## config.mk

```make
export PLATFORM = sky130hd
export DESIGN_NAME = keypad_digit_history
export DESIGN_NICKNAME = d
export VERILOG_FILES = /design/src/rtl/keypad_digit_history.sv
export SDC_FILE = /design/constraint.sdc
export NUM_CORES = 1
export LEC_CHECK = 0
export CORE_UTILIZATION = 59
export DETAILED_ROUTE_END_ITERATION = 8
export PLACE_DENSITY_LB_ADDON = 0.1
export SLEW_MARGIN = 20
export SYNTH_ARGS = -nofsm -noshare
export SYNTH_HDL_FRONTEND = slang
export SYNTH_SLANG_ARGS = --single-unit
```

## constraint.sdc

```tcl
create_clock -name clk -period 4 [get_ports clk]
set_input_delay 0.8 -clock clk [delete_from_list [all_inputs] [get_ports clk]]
set_output_delay 0.8 -clock clk [all_outputs]
set_load 0.01 [all_outputs]
```

## src/rtl/keypad_digit_history.sv

```systemverilog
// Turns debounced keypad presses into hex digits and keeps a two-deep digit history.
// One digit per press; a sustained release must be seen before the next press is accepted.
module keypad_digit_history #(
    parameter int unsigned RELEASE_CYCLES = 3000
) (
    input  logic       clk,
    input  logic       rst,
    input  logic       key_valid,
    input  logic [3:0] key_row,
    input  logic [3:0] key_col,
    output logic [3:0] digit_new,
    output logic [3:0] digit_old,
    output logic       new_key,
    output logic       key_error,
    output logic       key_held
);

    localparam int unsigned CNT_W = 16;
    localparam int unsigned IDX_W = 2;

    typedef enum logic [1:0] {
        IDLE,
        HELD,
        RELEASE
    } state_t;

    state_t             state;
    logic [CNT_W-1:0]   rel_cnt;
    logic [IDX_W-1:0]   row_idx;
    logic [IDX_W-1:0]   col_idx;
    logic               key_ok_c;
    logic [3:0]         code_c;

    // Combinational decode of the one-hot row/column pair into a hex code
    always_comb begin
        row_idx = '0;
        col_idx = '0;
        case (key_row)
            4'b0010: row_idx = 2'd1;
            4'b0100: row_idx = 2'd2;
            4'b1000: row_idx = 2'd3;
            default: row_idx = 2'd0;
        endcase
        case (key_col)
            4'b0010: col_idx = 2'd1;
            4'b0100: col_idx = 2'd2;
            4'b1000: col_idx = 2'd3;
            default: col_idx = 2'd0;
        endcase
        key_ok_c = (key_row != 4'd0) && ((key_row & (key_row - 4'd1)) == 4'd0) &&
                   (key_col != 4'd0) && ((key_col & (key_col - 4'd1)) == 4'd0);
        case ({row_idx, col_idx})
            4'h0:    code_c = 4'h1;
            4'h1:    code_c = 4'h2;
            4'h2:    code_c = 4'h3;
            4'h3:    code_c = 4'hA;
            4'h4:    code_c = 4'h4;
            4'h5:    code_c = 4'h5;
            4'h6:    code_c = 4'h6;
            4'h7:    code_c = 4'hB;
            4'h8:    code_c = 4'h7;
            4'h9:    code_c = 4'h8;
            4'hA:    code_c = 4'h9;
            4'hB:    code_c = 4'hC;
            4'hC:    code_c = 4'hE;
            4'hD:    code_c = 4'h0;
            4'hE:    code_c = 4'hF;
            default: code_c = 4'hD;
        endcase
    end

    // Press/hold/release sequencing with registered outputs
    always_ff @(posedge clk) begin
        if (rst) begin
            state     <= IDLE;
            rel_cnt   <= '0;
            digit_new <= 4'd0;
            digit_old <= 4'd0;
            new_key   <= 1'b0;
            key_error <= 1'b0;
            key_held  <= 1'b0;
        end else begin
            new_key   <= 1'b0;
            key_error <= 1'b0;
            case (state)
                IDLE: begin
                    if (key_valid) begin
                        if (key_ok_c) begin
                            digit_old <= digit_new;
                            digit_new <= code_c;
                            new_key   <= 1'b1;
                        end else begin
                            key_error <= 1'b1;
                        end
                        state    <= HELD;
                        key_held <= 1'b1;
                    end
                end
                HELD: begin
                    if (!key_valid) begin
                        state   <= RELEASE;
                        rel_cnt <= CNT_W'(1);
                    end
                end
                RELEASE: begin
                    if (key_valid) begin
                        state <= HELD;
                    end else if (rel_cnt == CNT_W'(RELEASE_CYCLES)) begin
                        state    <= IDLE;
                        rel_cnt  <= '0;
                        key_held <= 1'b0;
                    end else begin
                        rel_cnt <= rel_cnt + CNT_W'(1);
                    end
                end
                default: begin
                    state    <= IDLE;
                    rel_cnt  <= '0;
                    key_held <= 1'b0;
                end
            endcase
        end
    end

endmodule

```

Word level (Yosys, flattened, before mapping)
Memories as Yosys holds them, arrays and structs flattened. A register that Yosys moved wholly into a read port is not among the register bits. Index checks and enable logic that the tools add are counted.

Equality and inequality tests: 14. $add $sub $neg: 3. Reduce and logical (&&, ||, !) cells: 13. Multiplexer cells: 17. Bitwise operators: 5.

Operators by type and width (count): 16-bit two-way mux (3); 16-bit one-hot mux with 3 select lines (1); 2-bit one-hot mux with 3 select lines (3); 16-bit by 1-bit adder with 16-bit output, second input constant (1); 16-bit by 12-bit == test with 1-bit output, second input constant (1); 3-bit AND reduction (3); 4-bit bitwise AND (2); 4-bit by 2-bit == test with 1-bit output, second input constant (2); 4-bit by 3-bit == test with 1-bit output, second input constant (2); 4-bit == test, second input constant (2); 4-bit logical NOT (2); 2-bit two-way mux (4); 2-bit inequality test, second input constant (4); 4-bit nonzero test (2); 4-bit by 1-bit subtractor with 4-bit output, second input constant (2); 1-bit two-way mux (5); 4-bit AND reduction (1); 1-bit logical AND (3); 3-bit inequality test, second input constant (1); 1-bit NOT (3); 1-bit one-hot mux with 3 select lines (1); 3-bit OR reduction (1); 2-bit by 1-bit == test with 1-bit output, second input constant (1); 2-bit == test, second input constant (1); 2-bit logical NOT (1).

Logic and storage cells: 59. Output and inout port bits: 11. Bits of input ports: 11. Bits in read-only memories: 64. Memories: 1. Bits in registers: 25.

Memory list: (no name shown) (depth 16, bits a word 4, read ports 1, clocked after Yosys merged registers in 1, write ports 0, line 52) `case ({row_idx, col_idx})`.

Depth between registers and ports, before layout
Depth after elaboration: 7. Mapped depth: 9. Mapped depth without buffers: 8.

Least setup slack after synthesis
Ideal clock, no wire load.

Path kind: input-to-reg. Start: input key_row[3]. End: register digit_new[1]. Arrival time: 2.274 ns. Setup slack: 1.599 ns. Setup time: 0.128 ns. Buffers on the path: 2. Required time: 3.872 ns. Stages on the path: 7. Cell sequence: xnor2_1 or3_1 clkbuf_1 a221oi_1 buf_2 mux2i_1 nor2_1.

Word-level cells in the longest chain between the ends: 7. Elaborated cells on any way between the ends: 12. Classes of those cells: 1 x add/sub; 3 x eq/ne; 1 x mux; 1 x bitwise; 6 x reduce/logical.

RTL lines: start: declaration (line 9) `input logic [3:0] key_row,`; 4-bit by 1-bit subtractor with 4-bit output (line 50) `key_ok_c = (key_row != 4'd0) && ((key_row & (key_row - 4'd1)) == 4'd0) &&`; 4-bit bitwise AND (line 50); 4-bit logical NOT (line 50); 1-bit logical AND (2 in series) (line 50); 1-bit logical AND (line 51) `(key_col != 4'd0) && ((key_col & (key_col - 4'd1)) == 4'd0);`; 3-bit AND reduction (no source line); end: declaration (line 11) `output logic [3:0] digit_new,`.

Parallel ways exist; a longest one is shown, timed or not. A chain may end at the register's enable or synchronous reset.

Final worst setup path
Start: register state[0]. End: register rel_cnt[4].

Word-level cells in the longest chain between the ends: 3. Elaborated cells on any way between the ends: 8. Classes of those cells: 4 x eq/ne; 1 x mux; 1 x bitwise; 2 x reduce/logical.

RTL lines: start: declaration (line 27) `state_t state;`; start signal: assignment (line 75) `state <= IDLE;`; start signal: assignment (line 95) `state <= HELD;`; start signal: assignment (line 101) `state <= RELEASE;`; 2-bit by 1-bit == test with 1-bit output, or another cell as far along (line 85) `case (state)`; 2-bit inequality test (no source line) or 1-bit NOT (tied branches); 3-bit AND reduction (no source line); end signal: assignment (line 113) `rel_cnt <= rel_cnt + CNT_W'(1);`; end: declaration (line 28) `logic [CNT_W-1:0] rel_cnt;`.

Parallel ways exist; a longest one is shown, timed or not.

==> metrics <==
area grow syn2layout=15.3%; CP required=4.26 ns; Synth warnings=0; Worst IR Drop VDD=0.208 mV; Setup-failing EPs final=0; routability cong.=0.825; Final HPWL DP=2.93 mm; post-placement cell count=266; area leader, netlist=dfxtp_1; post-layout min period=2.71 ns; Routed Antenna Nets=0; WL per Instance=14.9 um; DRT Pass-1 Iters=4; final hold viol count=0; Yosys top cell area share=0.322; drt total wl=4.07 mm; synthesis-stage register bit count=29; Die H=57.3 um; Syn Nets=246; Total GRT Usage=0.272; # diodes=0; H-tree depth=2; Synth Flop Type=dfxtp_1; skew final=0.00770 ns; CP Data Arrival Time=2.97 ns; nets=264; most frequent cell after synthesis=dfxtp_1; number of flops mapped to enable cells by yosys=0; vias post-DR=1,748; Post-CTS Setup Repair Bufs=0; TNS Setup=0 ns; Hold WC Path Type=reg -> reg; gr ovfl total=0; CP Launch Type=flip-flop; status=finished, final reports clean; final max-slew violation count=0; antenna violations before repair=0; Initial Util=0.638; Setup CP Type=reg -> reg; FFs w/ async S/R, synth=0; Worst Path Max Fanout=12; FMAX=0.370 GHz; Max clock buf depth=2; final worst-path cycle share=0.676; post-CTS resize count=0; CTS Root Cell=clkbuf_4; Yosys cell types=46; first-pass GRT wire length=6.95 mm; Synth Cell Area=1810 um^2; Worst-Skew Late Latency=0.34 ns; cts hold-fix bufs=0; cell area power density=268 nW/um^2; Cell Rows=19; total core area=2830 um^2; DR DRC count=0; Pleak=0.716 nW; Setup crit end kind=flip-flop; slew at the pin with the worst max-slew slack=0.510 ns; First DRT Iteration DRCs=140; vias per inst=6.38; largest net degree at the start of global routing=21; synth cell count leaders=dfxtp_1, a21oi_1, nor2_1; Max Cap Viol=0; synth top area cells=dfxtp_1, ha_1, a21oi_1, mux2i_1, o21ai_0; Min Hold Slack=0.491 ns; clk sinks=29; Mean Syn Cell Area=8.06 um^2; Num CTS Buffers=5; Die ar.=3290 um^2; Die X=57.3 um; post-synthesis sequential area ratio=0.322; RSZ-0062 raised after global routing=false; I/O pin total=22; Post-Synthesis Cells=224; layout cells sized above 1=0.0864; TritonCTS clock tree=built; Port Buffer Count=21; fin cells=274; Reg clk slew, reported paths=0.09 ns; Final Util=0.736; vias in the first global route=1,554; worst relative slew slack=0.655
## power breakdown
group	switching [mW]	internal, mW
clock network	0.110	0.0661
registers	0.00338	0.293
logic	0.0478	0.0381
## cell type report
| cell class | count | area (um^2) |
|---|---|---|
| clock buffer | 5 | 37.5 |
| clock inverter | 3 | 17.5 |
| fill | 222 | 747 |
| inverter | 11 | 41.3 |
| multi-input combinational | 171 | 1130 |
| sequential | 29 | 581 |
| tap | 31 | 38.8 |
| timing repair buffer | 24 | 233 |
## cells by family after synthesis
kind of cell / synth area share
DFF: 0.322
and+or+nand+nor: 0.318
adders and majority gates: 0.0762
buffers and inverters: 0.0506
AOI/OAI and AO/OA: 0.157
xor gates and xnor gates: 0.0194
muxes: 0.0575
## through the flow
stage	total power [mW]	setup slack [ns]	area, um^2
after floorplan	0.357	1.60	1810
after global placement	0.384	1.16	2030
after detailed placement	0.388	1.11	2030
after CTS	0.560	1.34	2080
after global routing	0.581	1.20	2080
final	0.558	1.29	2080
## path summary, 6_finish.rpt
| check | start | end | slack (ns) | depth (start not counted) |
|---|---|---|---|---|
| worst min-delay path | rel_cnt[1] | rel_cnt[1] | 0.49 | 2 |
| worst max-delay path | state[0] | rel_cnt[4] | 1.29 | 7 |
| worst max register to register | state[0] | rel_cnt[4] | 1.29 | 7 |
| worst min register to register | rel_cnt[1] | rel_cnt[1] | 0.49 | 2 |
## worst max-delay path: stages (launching register included)
cell	delay [ns]
dfxtp_1	0.35
inv_1	0.10
ha_1	0.30
nand2_1	0.33
a211oi_1	0.43
nand2_1	0.28
or4b_2	0.67
a21oi_1	0.18
## cells in the final DEF (no fill, tap or decap), types with 2 or more instances in the layout
cell	n
a211oi_1	4
a21oi_1	18
a31oi_1	3
buf_4	3
clkbuf_4	5
clkdlybuf4s50_1	21
clkinv_2	2
dfxtp_1	29
ha_1	11
inv_1	10
mux2i_1	7
nand2_1	15
nand2b_1	2
nand3_1	12
nand4_1	6
nand4b_1	3
nor2_1	16
nor2b_1	2
nor3_1	9
nor3b_1	2
nor4_1	3
nor4b_1	3
o21ai_0	14
or2_2	2
or3_1	7
or4_1	7
or4b_1	2
xnor2_1	4
## metal layers
metal | vias to the layer above | wire length [um] | GRT usage
met5 | - | 0 | 0
met4 | 0 | 61 | 0.129
met3 | 7 | 262 | 0.0726
met2 | 65 | 1970 | 0.425
met1 | 808 | 1780 | 0.351
li1 | 868 | - | -
## flip-flops by register name (all words and copies together), names as in the netlist
signal     cells
rel_cnt       16
digit_new      4
digit_old      4
state          2
key_error      1
key_held       1
new_key        1
(Power assumes the default switching activity.)
